**src/rtl/reg_writeback.sv**
```systemverilog
// In-order write-back queue feeding the register file write port, with lookup of still-pending results.
// Optional build macro REG_WRITEBACK_COALESCE_EN merges a push into a matching tail entry.
module reg_writeback #(
    parameter int DEPTH      = 4,
    parameter int DATA_WIDTH = 8,
    parameter int ADDR_WIDTH = 2
) (
    input  logic                   clk,
    input  logic                   reset,
    input  logic                   in_valid,
    output logic                   in_ready,
    input  logic [ADDR_WIDTH-1:0]  in_reg,
    input  logic [DATA_WIDTH-1:0]  in_data,
    input  logic                   hold,
    output logic                   write,
    output logic [ADDR_WIDTH-1:0]  write_reg,
    output logic [DATA_WIDTH-1:0]  write_data,
    input  logic [ADDR_WIDTH-1:0]  fwd_reg1,
    input  logic [ADDR_WIDTH-1:0]  fwd_reg2,
    output logic                   fwd_hit1,
    output logic                   fwd_hit2,
    output logic [DATA_WIDTH-1:0]  fwd_data1,
    output logic [DATA_WIDTH-1:0]  fwd_data2,
    output logic [$clog2(DEPTH):0] pending
);
    localparam int PTR_W = $clog2(DEPTH);
    localparam int CNT_W = PTR_W + 1;

    logic [ADDR_WIDTH-1:0] mem_reg_q  [DEPTH];
    logic [ADDR_WIDTH-1:0] mem_reg_d  [DEPTH];
    logic [DATA_WIDTH-1:0] mem_data_q [DEPTH];
    logic [DATA_WIDTH-1:0] mem_data_d [DEPTH];
    logic [PTR_W-1:0]      rd_ptr_q, rd_ptr_d;
    logic [PTR_W-1:0]      wr_ptr_q, wr_ptr_d;
    logic [CNT_W-1:0]      count_q, count_d;

    logic                  full, do_pop, do_push, alloc, coalesce;
    logic [PTR_W-1:0]      idx;
`ifdef REG_WRITEBACK_COALESCE_EN
    logic [PTR_W-1:0]      tail_ptr;
`endif

    always_comb begin
        full     = (count_q == CNT_W'(DEPTH));
        do_pop   = (count_q != '0) && !hold;
`ifdef REG_WRITEBACK_COALESCE_EN
        tail_ptr = wr_ptr_q - PTR_W'(1);
        // A lone entry leaving this cycle cannot absorb the push; it must allocate behind it.
        coalesce = in_valid && (count_q != '0) && (mem_reg_q[tail_ptr] == in_reg)
                   && !(do_pop && (count_q == CNT_W'(1)));
`else
        coalesce = 1'b0;
`endif
        in_ready = !full || coalesce;
        do_push  = in_valid && in_ready;
        alloc    = do_push && !coalesce;

        mem_reg_d  = mem_reg_q;
        mem_data_d = mem_data_q;
        rd_ptr_d   = rd_ptr_q;
        wr_ptr_d   = wr_ptr_q;
        count_d    = count_q;

        if (alloc) begin
            mem_reg_d[wr_ptr_q]  = in_reg;
            mem_data_d[wr_ptr_q] = in_data;
            wr_ptr_d             = wr_ptr_q + PTR_W'(1);
        end
`ifdef REG_WRITEBACK_COALESCE_EN
        if (do_push && coalesce) begin
            mem_data_d[tail_ptr] = in_data;
        end
`endif
        if (do_pop) begin
            rd_ptr_d = rd_ptr_q + PTR_W'(1);
        end
        case ({alloc, do_pop})
            2'b10:   count_d = count_q + CNT_W'(1);
            2'b01:   count_d = count_q - CNT_W'(1);
            default: count_d = count_q;
        endcase
    end

    always_comb begin
        write      = do_pop;
        write_reg  = (count_q != '0) ? mem_reg_q[rd_ptr_q]  : '0;
        write_data = (count_q != '0) ? mem_data_q[rd_ptr_q] : '0;
        pending    = count_q;
    end

    // Scan oldest to youngest so the last match left standing is the youngest.
    always_comb begin
        fwd_hit1  = 1'b0;
        fwd_hit2  = 1'b0;
        fwd_data1 = '0;
        fwd_data2 = '0;
        idx       = rd_ptr_q;
        for (int i = 0; i < DEPTH; i++) begin
            idx = rd_ptr_q + PTR_W'(i);
            if (CNT_W'(i) < count_q) begin
                if (mem_reg_q[idx] == fwd_reg1) begin
                    fwd_hit1  = 1'b1;
                    fwd_data1 = mem_data_q[idx];
                end
                if (mem_reg_q[idx] == fwd_reg2) begin
                    fwd_hit2  = 1'b1;
                    fwd_data2 = mem_data_q[idx];
                end
            end
        end
    end

    always_ff @(posedge clk) begin
        if (!reset) begin
            rd_ptr_q <= '0;
            wr_ptr_q <= '0;
            count_q  <= '0;
        end else begin
            rd_ptr_q <= rd_ptr_d;
            wr_ptr_q <= wr_ptr_d;
            count_q  <= count_d;
        end
    end

    // Entry storage is qualified by the occupancy count, so it needs no reset.
    always_ff @(posedge clk) begin
        mem_reg_q  <= mem_reg_d;
        mem_data_q <= mem_data_d;
    end
endmodule

```
**config.mk**
```make
export PLATFORM = sky130hd
export DESIGN_NAME = reg_writeback
export DESIGN_NICKNAME = d
export VERILOG_FILES = /design/src/rtl/reg_writeback.sv
export SDC_FILE = /design/constraint.sdc
export NUM_CORES = 1
export LEC_CHECK = 0
export CORE_ASPECT_RATIO = 0.8
export CORE_MARGIN = 2
export CORE_UTILIZATION = 55
export CTS_CLUSTER_DIAMETER = 30
export DETAILED_ROUTE_END_ITERATION = 10
export GPL_TIMING_DRIVEN = 1
export MAX_ROUTING_LAYER = met4
export PLACE_DENSITY = 0.79
export SLEW_MARGIN = 20
export SYNTH_ARGS = -nofsm -noshare
export SYNTH_HDL_FRONTEND = slang
export SYNTH_SLANG_ARGS = --single-unit
```
**constraint.sdc**
```tcl
create_clock -name clk -period 3.55 [get_ports clk]
set_input_delay 1.065 -clock clk [delete_from_list [all_inputs] [get_ports clk]]
set_output_delay 1.065 -clock clk [all_outputs]
set_load 0.005 [all_outputs]
```
# Word-level counts from Yosys, hierarchy flattened
# Index checks and enable logic that the tools add are counted.
[word_totals]
ff_bits = 47
in_bits = 18
[classes]
add_sub_neg = 6
n_lt_le_gt_ge = 10
n_eq_ne = 11
muxes = 65
n_bitwise = 5
n_reduce_logical = 7
[ops]
columns = ["op", "count"]
rows = [
  ["two-way mux 8 bit", 26],
  ["binary-select mux 8 bit (select 2 bit)", 4],
  ["bitwise mux 32 bit", 1],
  ["two-way mux 2 bit", 10],
  ["binary-select mux 2 bit (select 2 bit)", 4],
  ["demux 8 bit (select 2 bit)", 1],
  ["== test 2 bit", 8],
  ["two-way mux 1 bit", 16],
  [">= comparator 3 bit, second input constant", 5],
  ["NOT 2 -> 3 bit", 5],
  ["bitwise mux 8 bit", 1],
  ["less-than comparator 1 x 3 -> 1 bit, first input constant", 2],
  ["less-than comparator 2 x 3 -> 1 bit, first input constant", 2],
  ["one-hot mux 3 bit (2 select lines)", 1],
  ["adder 2 x 1 -> 2 bit, second input constant", 2],
  ["adder 2 bit, second input constant", 2],
  ["demux 2 bit (select 2 bit)", 1],
  ["adder 3 x 1 -> 3 bit, second input constant", 1],
  ["== test 3 bit, second input constant", 1],
  ["logical AND 1 bit", 3],
  ["less-than comparator 3 x 1 -> 1 bit, second input constant", 1],
  ["nonzero test 3 bit", 1],
  ["subtractor 3 x 1 -> 3 bit, second input constant", 1],
  ["== test 2 x 1 -> 1 bit, second input constant", 1],
  ["other kinds (3)", 4],
]

# Longest topological paths before layout
# Gate-level depths: netlist of run 1.
[depth]
word_depth = 13
ltp_mapped = 9
mapped_depth_nobuf = 9

# Worst setup path before layout of run 1
# No wires, ideal clock.
[synth_timing]
path_kind = "input to output"
start = "input port fwd_reg1[1]"
end = "output port fwd_data1[0]"
arrival_time_ps = 2155
setup_slack_ps = 330
cell_stages = 5
n_path_buf = 1
cell_sequence = "xor2_2 -> or3_1 -> buf_6 -> a311oi_1 -> o22ai_1"
[synth_between]
elab_chain_cells = 9
elab_cells_between_ends = 12
[synth_rtl]
columns = ["element", "line_no", "rtl"]
rows = [
  ["from (decl)", "18", "input logic [ADDR_WIDTH-1:0] fwd_reg1,"],
  ["== test 2 bit", "101", "if (mem_reg_q[idx] == fwd_reg1) begin"],
  ["two-way mux 8 bit", "101", ""],
  ["two-way mux 8 bit", "100", "if (CNT_W'(i) < count_q) begin"],
  ["two-way mux 8 bit", "101", ""],
  ["two-way mux 8 bit", "100", ""],
  ["two-way mux 8 bit", "101", ""],
  ["two-way mux 8 bit", "100", ""],
  ["two-way mux 8 bit", "101", ""],
  ["two-way mux 8 bit *", "100", ""],
  ["to (decl)", "22", "output logic [DATA_WIDTH-1:0] fwd_data1,"],
]
# Every way passes the cells marked *; elsewhere a longest branch is shown, timed or not.

# Worst setup path after layout of run 1
[layout_timing]
start = "register mem_reg_q[3] (netlist bit)"
end = "output port fwd_data1[5]"
[layout_between]
elab_chain_cells = 12
elab_cells_between_ends = 24
[layout_rtl]
columns = ["element", "line_no", "rtl"]
rows = [
  ["from (decl)", "29", "logic [ADDR_WIDTH-1:0] mem_reg_q [DEPTH];"],
  ["from (signal assigned)", "127", "mem_reg_q <= mem_reg_d;"],
  ["binary-select mux 2 bit (select 2 bit)", "101", ""],
  ["two-way mux 2 bit (not written as such) (2 in a row)", "101", ""],
  ["== test 2 bit", "101", ""],
  ["two-way mux 8 bit", "101", ""],
  ["two-way mux 8 bit", "100", ""],
  ["two-way mux 8 bit", "101", ""],
  ["two-way mux 8 bit", "100", ""],
  ["two-way mux 8 bit", "101", ""],
  ["two-way mux 8 bit", "100", ""],
  ["two-way mux 8 bit", "101", ""],
  ["two-way mux 8 bit *", "100", ""],
]
# Every way passes the cells marked *; elsewhere a longest branch is shown, timed or not. The select of a mux whose other input is x is not followed.

==> out/results.tsv, run 1 <==
metric	value	unit
Bufs and invs on worst path	3	
initial antenna violation count	0	
syn nets	318	
Fillers	324	
failing checks	negative setup slack	
Worst path most repeated cell	buf_4	
simple logic cell fraction of the synthesized area	11.4	%
vias in the first global route	3021	
total gr overflow	0	
Final nets	429	
most common cell after layout, fill and taps aside	buf_4	
post-synth top area share	35.3	%
Setup crit end kind	output port	
Avg WL per Cell	24.5	µm
status	finished with violations	
RSZ-0062 raised after global routing	yes	
Pre-antenna DRT Iters	6	
CTS Buffer Depth	2	
Yosys reg bits	47	
PwrDens	755	nW/µm²
CTS H-tree lvls	2	
xor/xnor cell area share of the yosys netlist	5.85	%
Cell Rows	25	
Vias/cell	6.80	
port bufs	50	
global placer's final weighted congestion	0.854	
clock root buffer	clkbuf_8	
adder-cell share of the synthesized area	3.31	%
main combinational cell family by area after synthesis	multiplexers	
Post-route DRC	0	
TritonCTS Buffers	5	
Die X	91.9	µm
P_leak	1.78	nW
register area	1350	µm²
most frequent cells in the layout	buf_4, mux2_2, edfxtp_1	
max_cap viols	0	
layout cell share with drive strength beyond 1	50.6	%
synth unique cells	37	
DIE AREA	6830	µm²
average size of a mapped cell	11.7	µm²
Final Max Slew Viols	0	
Main synth FF type	edfxtp_1	
CP max FO	7	
clock-pin slew on the worst setup and hold paths	100	ps
mapped cell area	3400	µm²
GRT Total Usage	32.9	%
Critical Path AT	2710	ps
CTS tree	yes	
Period minus WS final	3780	ps
CTS sink count	47	
startpoint types	flip-flop	
ant diodes	0	
mux cell area share after synthesis	26.2	%
post-synthesis cell count	291	
cell taking the most area after synthesis	edfxtp_1	
Slew HR	49.7	%
Ports	51	
Core ar.	5940	µm²
Vias	3291	
Fin. Hold Viols	0	
crit-path cells	buf_4 -> mux4_2 -> xnor2_2 -> nand3_1 -> buf_4 -> o21ai_0 -> o22ai_1 -> buf_2	
Setup CP Type	flip-flop to output port	
CP Data Required Time	2480	ps
Synth Warn #	0	
post-synthesis compound-gate area fraction	10.2	%
Synth area leaders	edfxtp_1, mux2_2, mux4_2, mux2i_1, dfxtp_1	
Max VDD drop	0.550	mV
Post-synth EDFFs	40	
FFs w/ async S/R, synth	0	%
setup_tns	-2800	ps
final setup fails	18	
DRT iter0 DRCs	488	
later-pin clock latency in the skew report	300	ps
pre-CTS WS	-757	ps
final WL	11.9	mm
worst min-delay path class	flip-flop to flip-flop	
largest net degree at the start of global routing	19	
sequential share of the synthesized area	39.5	%
Core Util, Final	81.6	%
Worst Skew	10.5	ps
die span in y	74.3	µm
delay of the slowest critical-path stage	530	ps
Final Cycle Share	106	%
first-pass GRT wire length	16.5	mm
multi-input logic area	2230	µm²
area grow syn2layout	42.7	%
CP delay by family, top	buffers and inverters	
Antenna Nets Post-Route	0	
Initial Utilization	57.2	%
post-DP HPWL	6.19	mm
Fmax	0.265	GHz
final setup margin	-225	ps
Tightest Pin Transition	754	ps
Slowest cell on crit path	mux4_2	
## layout make-up
type,instances,area share [%]
Clock buffer,6,1.50
Clock inverter,2,0.774
Inverter,7,0.542
Multi-Input combinational cell,219,45.9
Sequential cell,47,27.8
Tap cell,81,2.09
Timing Repair Buffer,122,21.4
## worst reg2reg max path, cell delays in order, from the launching register on
cell,delay [ps]
dfxtp_1,440
inv_1,100
ha_1,220
nor2b_1,140
buf_4,150
nor2_1,120
buf_4,150
ha_1,270
or3_1,380
a21boi_0,160
## cell usage after synthesis, types with 2 or more instances
| cell type | instances |
|---|---|
| xor2_2 | 2 |
| dfxtp_1 | 7 |
| a311oi_1 | 15 |
| and3_1 | 7 |
| o21ai_0 | 16 |
| mux2i_1 | 17 |
| nor2_1 | 4 |
| buf_4 | 2 |
| edfxtp_1 | 40 |
| mux2_2 | 48 |
| and2_1 | 7 |
| or3_1 | 3 |
| ha_1 | 9 |
| inv_1 | 7 |
| xor2_1 | 7 |
| nor2b_1 | 12 |
| xnor2_1 | 12 |
| mux4_2 | 8 |
| buf_1 | 5 |
| clkbuf_1 | 5 |
| buf_6 | 2 |
| nor4_1 | 16 |
| buf_2 | 4 |
| o22ai_1 | 14 |
| nand2_1 | 4 |
| nand4_1 | 3 |
| nand3_1 | 5 |
## layer usage
layer	up-vias	wire length (µm)	global-route usage, %
met5	-	0	-
met4	0	456	10.4
met3	64	1310	8.00
met2	280	5420	51.6
met1	1585	4690	43.0
li1	1362	-	-
## kinds of logic (layout without fill, tap and decap cells)
logic type,after synthesis,count (layout)
XOR/XNOR,21,21
AO/OA/AOI/OAI,52,52
adder cells (fa/ha/maj),9,9
flip-flops,47,47
multiplexers,73,73
AND/OR/NAND/NOR,64,64
buffers and inverters,25,137
## report_power, final
group	internal [mW]	leakage, nW	switching (mW)
Sequential	0.670	0.426	0.0486
Clock	0.211	0.0514	0.193
Combinational	1.25	1.31	1.29
## worst paths after layout
kind	start	endpoint	depth (start not counted)	slack (ps)
max	mem_reg_q[3]	fwd_data1[5]	8	-230
min	wr_ptr_q[1]	wr_ptr_q[1]	4	700
max reg2reg	pending[0]	pending[2]	9	1360
min reg2reg	wr_ptr_q[1]	wr_ptr_q[1]	4	700
## sequential cells by signal, summed over array words and instances (netlist names)
name and flops:
mem_reg_q 8, mem_data_q 32, pending 3, wr_ptr_q 2, rd_ptr_q 2
## what timing repair did
| item | in CTS | in global routing |
|---|---|---|
| setup buffers | 23 | 5 |
| gates cloned | 1 | 0 |
| pin swaps | 34 | 13 |
| hold buffers | 0 | 0 |
| endpoints found under the setup margin | 18 | 19 |
| resized for setup | 124 | 33 |
## through the flow
step / cell area [µm²] / power (mW) / cells / hold slack [ps]
after global routing: 4850 / 3.79 / 484 / 746
after global placement: 4240 / 2.70 / 447 / 655
final: 4850 / 3.66 / 484 / 703
after CTS: 4670 / 3.32 / 479 / 680
after floorplan: 3400 / 1.84 / 291 / 624
after detailed placement: 4240 / 2.73 / 447 / 664
Power figures use the tool's default switching activity.
==> run 2: changes to the inputs <==
CORE_UTILIZATION = 30   (was 55)
CTS_CLUSTER_DIAMETER = 200   (was 30)
DONT_BUFFER_PORTS = 1   (was unset)
PLACE_DENSITY = 0.42   (was 0.79)
==> run 2 against run 1 <==
The flow now finishes without violations. Largest cell class unchanged. Cell count fell by 7.0%. Routed wire length fell by 22%. Core utilization fell by 46 points. First-iteration DRC count fell by 77%. Sequential power barely moved. Power fell by 23%. Via count fell by 26%. Cell area fell by 19%.
==> out/results.tsv, run 2 (synthesis gave the netlist of run 1 again) <==
metric	value	unit
port bufs	0	
startpoint types	flip-flop	
Vias/cell	5.42	
Cell Rows	34	
setup_tns	0	ps
vias in the first global route	2487	
Initial Utilization	31.0	%
Antenna Nets Post-Route	0	
Fillers	1082	
largest net degree at the start of global routing	18	
part of the power in combinational logic	58.4	%
CP delay by family, top	multiplexers	
Max VDD drop	0.261	mV
Final nets	332	
Slowest cell on crit path	mux4_2	
most frequent cells in the layout	mux2_2, edfxtp_1, buf_4	
status	completed	
worst min-delay path class	flip-flop to flip-flop	
Fin. Hold Viols	0	
most common cell after layout, fill and taps aside	mux2_2	
Bufs and invs on worst path	2	
hold_sp	wr_ptr_q[1]	
PwrDens	722	nW/µm²
later-pin clock latency in the skew report	290	ps
ant diodes	0	
clock-pin slew on the worst setup and hold paths	70	ps
layout cell share with drive strength beyond 1	36.9	%
die span in y	99.2	µm
crit-path cells	buf_4 -> mux4_2 -> xnor2_1 -> and3_2 -> buf_4 -> a311oi_1 -> o22ai_1	
Setup crit end kind	output port	
Pre-antenna DRT Iters	4	
CTS sink count	47	
CTS tree	yes	
Pint	1.65	mW
TritonCTS Buffers	5	
GRT Total Usage	16.1	%
final setup fails	0	
Vias	2438	
max FFs per register	32	
total gr overflow	0	
register area	1350	µm²
DRT iter0 DRCs	113	
CP startpoint	rd_ptr_q[0]	
global placer's final weighted congestion	0.814	
delay of the slowest critical-path stage	540	ps
Die X	123	µm
Switching Share	41.6	%
clock root buffer	clkbuf_16	
Largest Register	mem_data_q	
Sequential Power Share	25.4	%
CP max FO	7	
Slew HR	47.4	%
Tightest Pin Transition	789	ps
Area after DPL	3670	µm²
Core ar.	11000	µm²
Ports	51	
Post-route DRC	0	
multi-input logic area	2040	µm²
Worst Skew	8.44	ps
area grow syn2layout	15.3	%
DIE AREA	12200	µm²
Period minus WS final	3470	ps
Switch Pwr	1.18	mW
FF-to-FF Start	pending[0]	
initial antenna violation count	0	
Setup CP Type	flip-flop to output port	
Final Cycle Share	97.6	%
final WL	9.22	mm
Fmax	0.288	GHz
Critical Path AT	2400	ps
clock network power share	16.2	%
fin area	3920	µm²
post-DP HPWL	6.64	mm
CP Data Required Time	2480	ps
CTS Hold Bufs	0	
RSZ-0062 raised after global routing	no	
CTS Buffer Depth	2	
CTS H-tree lvls	2	
Avg WL per Cell	20.5	µm
Worst path most repeated cell	buf_4	
Final Max Slew Viols	0	
max_cap viols	0	
first-pass GRT wire length	14.2	mm
P_leak	1.28	nW
==> run 2: repair_timing <==
| action | in CTS | in global routing |
|---|---|---|
| endpoints found under the setup margin | 16 | 13 |
| pin swaps | 0 | 1 |
| endpoints found under the hold margin | 0 | 0 |
| resized for setup | 4 | 16 |
| setup buffers | 0 | 1 |
==> run 2: worst register-to-register path, stage by stage (launching register included) <==
cell and delay (ps):
dfxtp_1 440, inv_1 110, ha_1 210, nor2b_1 130
buf_4 190, nor2_1 360, ha_1 370, or3_1 370
a21boi_0 160
==> run 2: through the flow <==
step	hold WS, ps	util, %	setup slack [ps]	power, mW	instances
3_3_place_gp	672	33.4	174	2.30	441
3_5_place_dp	675	33.4	171	2.31	441
5_1_grt	748	35.7	11.2	3.05	450
2_1_floorplan	624	-	330	1.84	291
6_report	684	35.7	83.7	2.83	450
4_1_cts	686	34.9	24.2	2.80	449
==> run 2: area by class of cell <==
cell class / count / area share, %
multi-input cells: 219 / 52.0
flip-flops and latches: 47 / 34.3
repair buffers: 25 / 4.79
well taps: 144 / 4.59
clock buffers: 6 / 3.29
inverters: 7 / 0.670
clock inverters: 2 / 0.319
==> run 2: power groups by stage <==
stage | sequential, mW | combinational [mW] | clock [mW]
after floorplan | 0.716 | 1.13 | 0
after global placement | 0.732 | 1.57 | 0
after detailed placement | 0.730 | 1.58 | 0
after CTS | 0.722 | 1.60 | 0.479
after global routing | 0.731 | 1.82 | 0.504
final | 0.719 | 1.65 | 0.458
==> run 2: metal layers <==
metal / global-route usage, % / wire length, µm / share of wire [%] / up-vias
met5: - / 0 / 0 / -
met4: 4.46 / 158 / 1.7 / 0
met3: 4.53 / 479 / 5.2 / 8
met2: 24.4 / 4150 / 45 / 51
met1: 21.2 / 4430 / 48 / 1199
li1: - / - / - / 1180
==> run 2: worst paths after layout <==
path | endpoint | slack (ps) | cells past startpoint
min reg2reg | wr_ptr_q[1] | 680 | 4
max | fwd_data1[1] | 80 | 7
min | wr_ptr_q[1] | 680 | 4
max reg2reg | pending[2] | 1140 | 8
==> run 3: changes to the inputs <==
CORE_ASPECT_RATIO = 1.75   (was 0.8)
==> run 3 against run 2 <==
Worst hold slack worse by 21 ps. Flip-flop and latch count unchanged. Die area up 0.23%. Combinational power about the same. Power up 2.3%. Global-route usage about the same. Critical path depth down 2. Clock-buffer cell count unchanged. Sequential power about the same. Sequential share of layout area up 0.12 points. Highest routed layer unchanged.
==> out/results.tsv, run 3 (synthesis gave the netlist of run 1 again) <==
metric	value	unit
status	completed	
PwrDens	741	nW/µm²
Core ar.	11100	µm²
vias in the first global route	2543	
Worst Hold Slack	663	ps
total gr overflow	0	
Slew HR	49.1	%
Vias/cell	5.57	
GRT Total Usage	16.1	%
Pre-antenna DRT Iters	4	
clock-pin slew on the worst setup and hold paths	60	ps
RSZ-0062 raised after global routing	yes	
Max VDD drop	0.287	mV
CTS sink count	47	
CTS H-tree lvls	2	
Setup crit end kind	output port	
max_cap viols	0	
Final Cycle Share	98.3	%
clock root buffer	clkbuf_16	
global placer's final weighted congestion	0.761	
Cell Rows	51	
final WL	9.44	mm
area grow syn2layout	14.9	%
post-DP HPWL	7.06	mm
port bufs	0	
Die X	84.5	µm
P_leak	1.29	nW
TritonCTS Buffers	5	
Fin. Hold Viols	0	
ant diodes	0	
die span in y	145	µm
Initial Utilization	30.6	%
Ports	51	
most frequent cells in the layout	mux2_2, edfxtp_1, buf_4	
Vias	2432	
Critical Path AT	2430	ps
worst min-delay path class	flip-flop to flip-flop	
layout cell share with drive strength beyond 1	35.4	%
largest net degree at the start of global routing	19	
DIE AREA	12200	µm²
setup_tns	0	ps
Area after DPL	3640	µm²
CP max FO	9	
Worst R2R Setup Slack	1210	ps
most common cell after layout, fill and taps aside	mux2_2	
Core Util, Final	35.2	%
CP Data Required Time	2480	ps
max FFs per register	32	
Power Total	2.90	mW
Fillers	1166	
multi-input logic area	2010	µm²
fin area	3910	µm²
DRT iter0 DRCs	135	
startpoint types	flip-flop	
Fmax	0.286	GHz
Tightest Pin Transition	764	ps
Worst Skew	6.73	ps
final setup fails	0	
Setup CP Type	flip-flop to output port	
Post-route DRC	0	
Final Max Slew Viols	0	
Avg WL per Cell	21.6	µm
Antenna Nets Post-Route	0	
Largest Register	mem_data_q	
later-pin clock latency in the skew report	290	ps
Final nets	331	
first-pass GRT wire length	14.3	mm
CTS Buffer Depth	2	
register area	1350	µm²
Period minus WS final	3490	ps
initial antenna violation count	0	
CTS Hold Bufs	0	
CTS tree	yes	
run 3: changes by cell type in the layout (fill, tap and decap cells not counted), sizes merged:
cell      before  now
buf           25   24
clkinvlp       1    0
bufinv         0    1
run 3: worst paths after layout:
path,to,start,cells after the start
worst min register to register,wr_ptr_q[1],wr_ptr_q[1],4
worst min-delay path,wr_ptr_q[1],wr_ptr_q[1],4
worst max register to register,pending[2],pending[0],8
worst max-delay path,fwd_data2[5],mem_reg_q[7],5
run 3: metal layers:
metal / up-vias / GRT usage [%] / part of all wire (%)
li1: 1167 / - / -
met1: 1203 / 16.4 / 38
met2: 54 / 30.9 / 56
met3: 8 / 3.29 / 4.5
met4: 0 / 4.93 / 1.6
met5: - / - / 0
run 3: area by class of cell:
| cell class | count | area share (%) |
|---|---|---|
| Sequential cell | 47 | 34.5 |
| Clock inverter | 2 | 0.897 |
| Timing Repair Buffer | 24 | 4.71 |
| Inverter | 7 | 0.672 |
| Tap cell | 132 | 4.23 |
| Clock buffer | 6 | 3.55 |
| Multi-Input combinational cell | 219 | 51.5 |
run 3: power by group:
group / switching (mW) / internal (mW) / total [mW]
registers: 0.0481 / 0.671 / 0.719
clock network: 0.202 / 0.350 / 0.553
logic: 0.932 / 0.691 / 1.62
run 3: repair_timing:
item / 4_1_cts / 5_1_grt
pin swaps: 0 / 7
endpoints found under the setup margin: 15 / 14
endpoints found under the hold margin: 0 / 0
resized for setup: 6 / 10
setup buffers: 0 / 1
run 3: stage by stage:
stage               cells  worst slack (ps)
floorplan             291               330
global placement      428               155
detailed placement    428               174
CTS                   436             0.817
global route          437             -4.67
finish                437              58.7
run 3: worst max-delay path: stages, from the launching register on:
cell and delay [ps]:
edfxtp_1 420, mux4_2 560, xor2_2 180, or3_4 430
a311oi_1 350, o22ai_1 200
==> RTL change: new RTL, flow settings as in run 3 <==
Set the parameter `DEPTH` to 2 (it was 4).
--- a/src/rtl/reg_writeback.sv
+++ b/src/rtl/reg_writeback.sv
@@ -2,5 +2,5 @@
 // Optional build macro REG_WRITEBACK_COALESCE_EN merges a push into a matching tail entry.
 module reg_writeback #(
-    parameter int DEPTH      = 4,
+    parameter int DEPTH      = 2,
     parameter int DATA_WIDTH = 8,
     parameter int ADDR_WIDTH = 2
Ports: changed (resized pending); port bits go from 51 to 50. No check against the original RTL was run, so the function may have changed too.
==> RTL change against run 3 <==
Critical path depth shrank 1; clock skew shrank 5.1 ps; final area shrank 61%; maximum frequency grew 9.7%; sequential share of layout area grew 10 points; utilization shrank 2.4 points; sequential cell count shrank 23; setup slack gained 310 ps; routed wire length shrank 67%; total power shrank 60%; worst hold slack lost 70 ps; synthesized area shrank 58%; critical path type unchanged; critical endpoint is now fwd_data1[0]; largest power group unchanged.
==> RTL change: results (changes against run 3) <==
* Status: complete, no violations
* Commonest cells in the netlist: 20 x edfxtp_1, 17 x mux2i_1, 16 x o22ai_1, 11 x inv_1, 8 x or2_2
* Syn_nets at 143 (-55%)
* Clk_lat worst skew at 260 ps (-30 ps)
* Setup WS pre-CTS at 417 ps (+243 ps)
* Peak Freq at 314 MHz (+9.7%)
* WP data arrival at 2120 ps (-310 ps)
* Pin count of the biggest net entering global routing at 14 (-5)
* Worst-path maximum fanout at 9 (unchanged)
* H-Tree Depth at 1 (-1)
* Max FFs per register at 16 (-50%)
* Nets at 146 (-56%)
* DP Area at 1470 sq um (-60%)
* Share of cells above drive strength 1 at 0.154 (-0.200)
* Via count at 918 (-62%)
* Syn Inst Count at 121 (-58%)
* Number of global-route vias before repair at 1,004 (-61%)
* First-pass DRT Iterations at 3 (-1)
* Final GP Congestion at 0.762 (+0.16%)
* P_leak at 0.544 nW (-58%)
* Top cells by area, synth: edfxtp_1 42%, mux2i_1 12%, o22ai_1 7.0%, dfxtp_1 5.6%, o311ai_4 3.7%
* EDFF count, synth at 20 (-50%)
* Worst VDD drop at 0.346 mV (+20%)
* DP Cell Count at 171 (-60%)
* CTS Buf Count at 3 (-2)
* Slowest CP cell: or3_1
* Post-DP HPWL at 2350 um (-67%)
* Most flops, register: mem_data_q
* R2R setup slack at 1570 ps (+360 ps)
* Worst-path clk slew at 80 ps (+20 ps)
* Setup Skew at 1.68 ps (-5.06 ps)
* DR iter-0 viols at 11 (-92%)
* # resized after CTS at 0 (-6)
* Seq/Total Area, Yosys at 0.476 (+0.0814)
* Final hold slack at 593 ps (-70.0 ps)
* Global Route Usage Sum at 0.120 (-0.0414)
* Final Non-Filler Cells at 175 (-60%)
* ANT cells at 0 (unchanged)
* DRT Wirelength at 3150 um (-67%)
* Tightest Pin Transition at 573 ps (-191 ps)
* Port buffer count at 0 (unchanged)
* Synth unique cells at 22 (-41%)
* Global-route wire length before repair at 4660 um (-67%)
* Root Driver: clkbuf_8
==> RTL change: layout make-up <==
type	count	area [sq um]
Tap cell	52	65.1
Sequential cell	24	681
Fill cell	484	3110
Multi-Input combinational cell	81	663
Timing Repair Buffer	3	22.5
Clock buffer	4	45.0
Inverter	11	41.3
==> RTL change: worst max-delay path: cells and delay by family, from the launching register on <==
kind	cells	cell delay, ps
AND/OR/NAND/NOR	1	560
AO/OA/AOI/OAI	1	280
flip-flops	1	520
XOR/XNOR	1	160
multiplexers	1	330
==> RTL change: layer usage <==
metal	vias to the layer above	wire length, um	GRT usage
met2	28	1790	0.240
met5	-	0	-
met1	443	1200	0.112
met4	0	40	0.0417
li1	443	-	-
met3	4	117	0.0190
==> RTL change: power groups by stage <==
| stage | Sequential [mW] | Clock (mW) | Combinational, mW |
|---|---|---|---|
| 3_3_place_gp | 0.417 | 0 | 0.588 |
| 4_1_cts | 0.412 | 0.169 | 0.602 |
| 5_1_grt | 0.417 | 0.176 | 0.647 |
| 6_report | 0.410 | 0.160 | 0.587 |
| 2_1_floorplan | 0.402 | 0 | 0.494 |
| 3_5_place_dp | 0.418 | 0 | 0.600 |
==> RTL change: final timing paths <==
check                                        startpoint  depth (start not counted)                      end
worst min-delay path              wr_ptr_q$_SDFFE_PN0P_                          2    wr_ptr_q$_SDFFE_PN0P_
worst max register to register  pending[0]$_SDFFE_PN0P_                          7  pending[1]$_SDFFE_PN0P_
worst min register to register    wr_ptr_q$_SDFFE_PN0P_                          2    wr_ptr_q$_SDFFE_PN0P_
worst max-delay path              rd_ptr_q$_SDFFE_PN0P_                          4             fwd_data1[0]
==> RTL change: logic make-up after synthesis <==
family	share of synthesized area
flops	0.476
xor+xnor	0.0674
compound gates	0.122
fa+ha+maj	0.0350
buf+inv	0.0604
mux	0.148
simple gates	0.0910
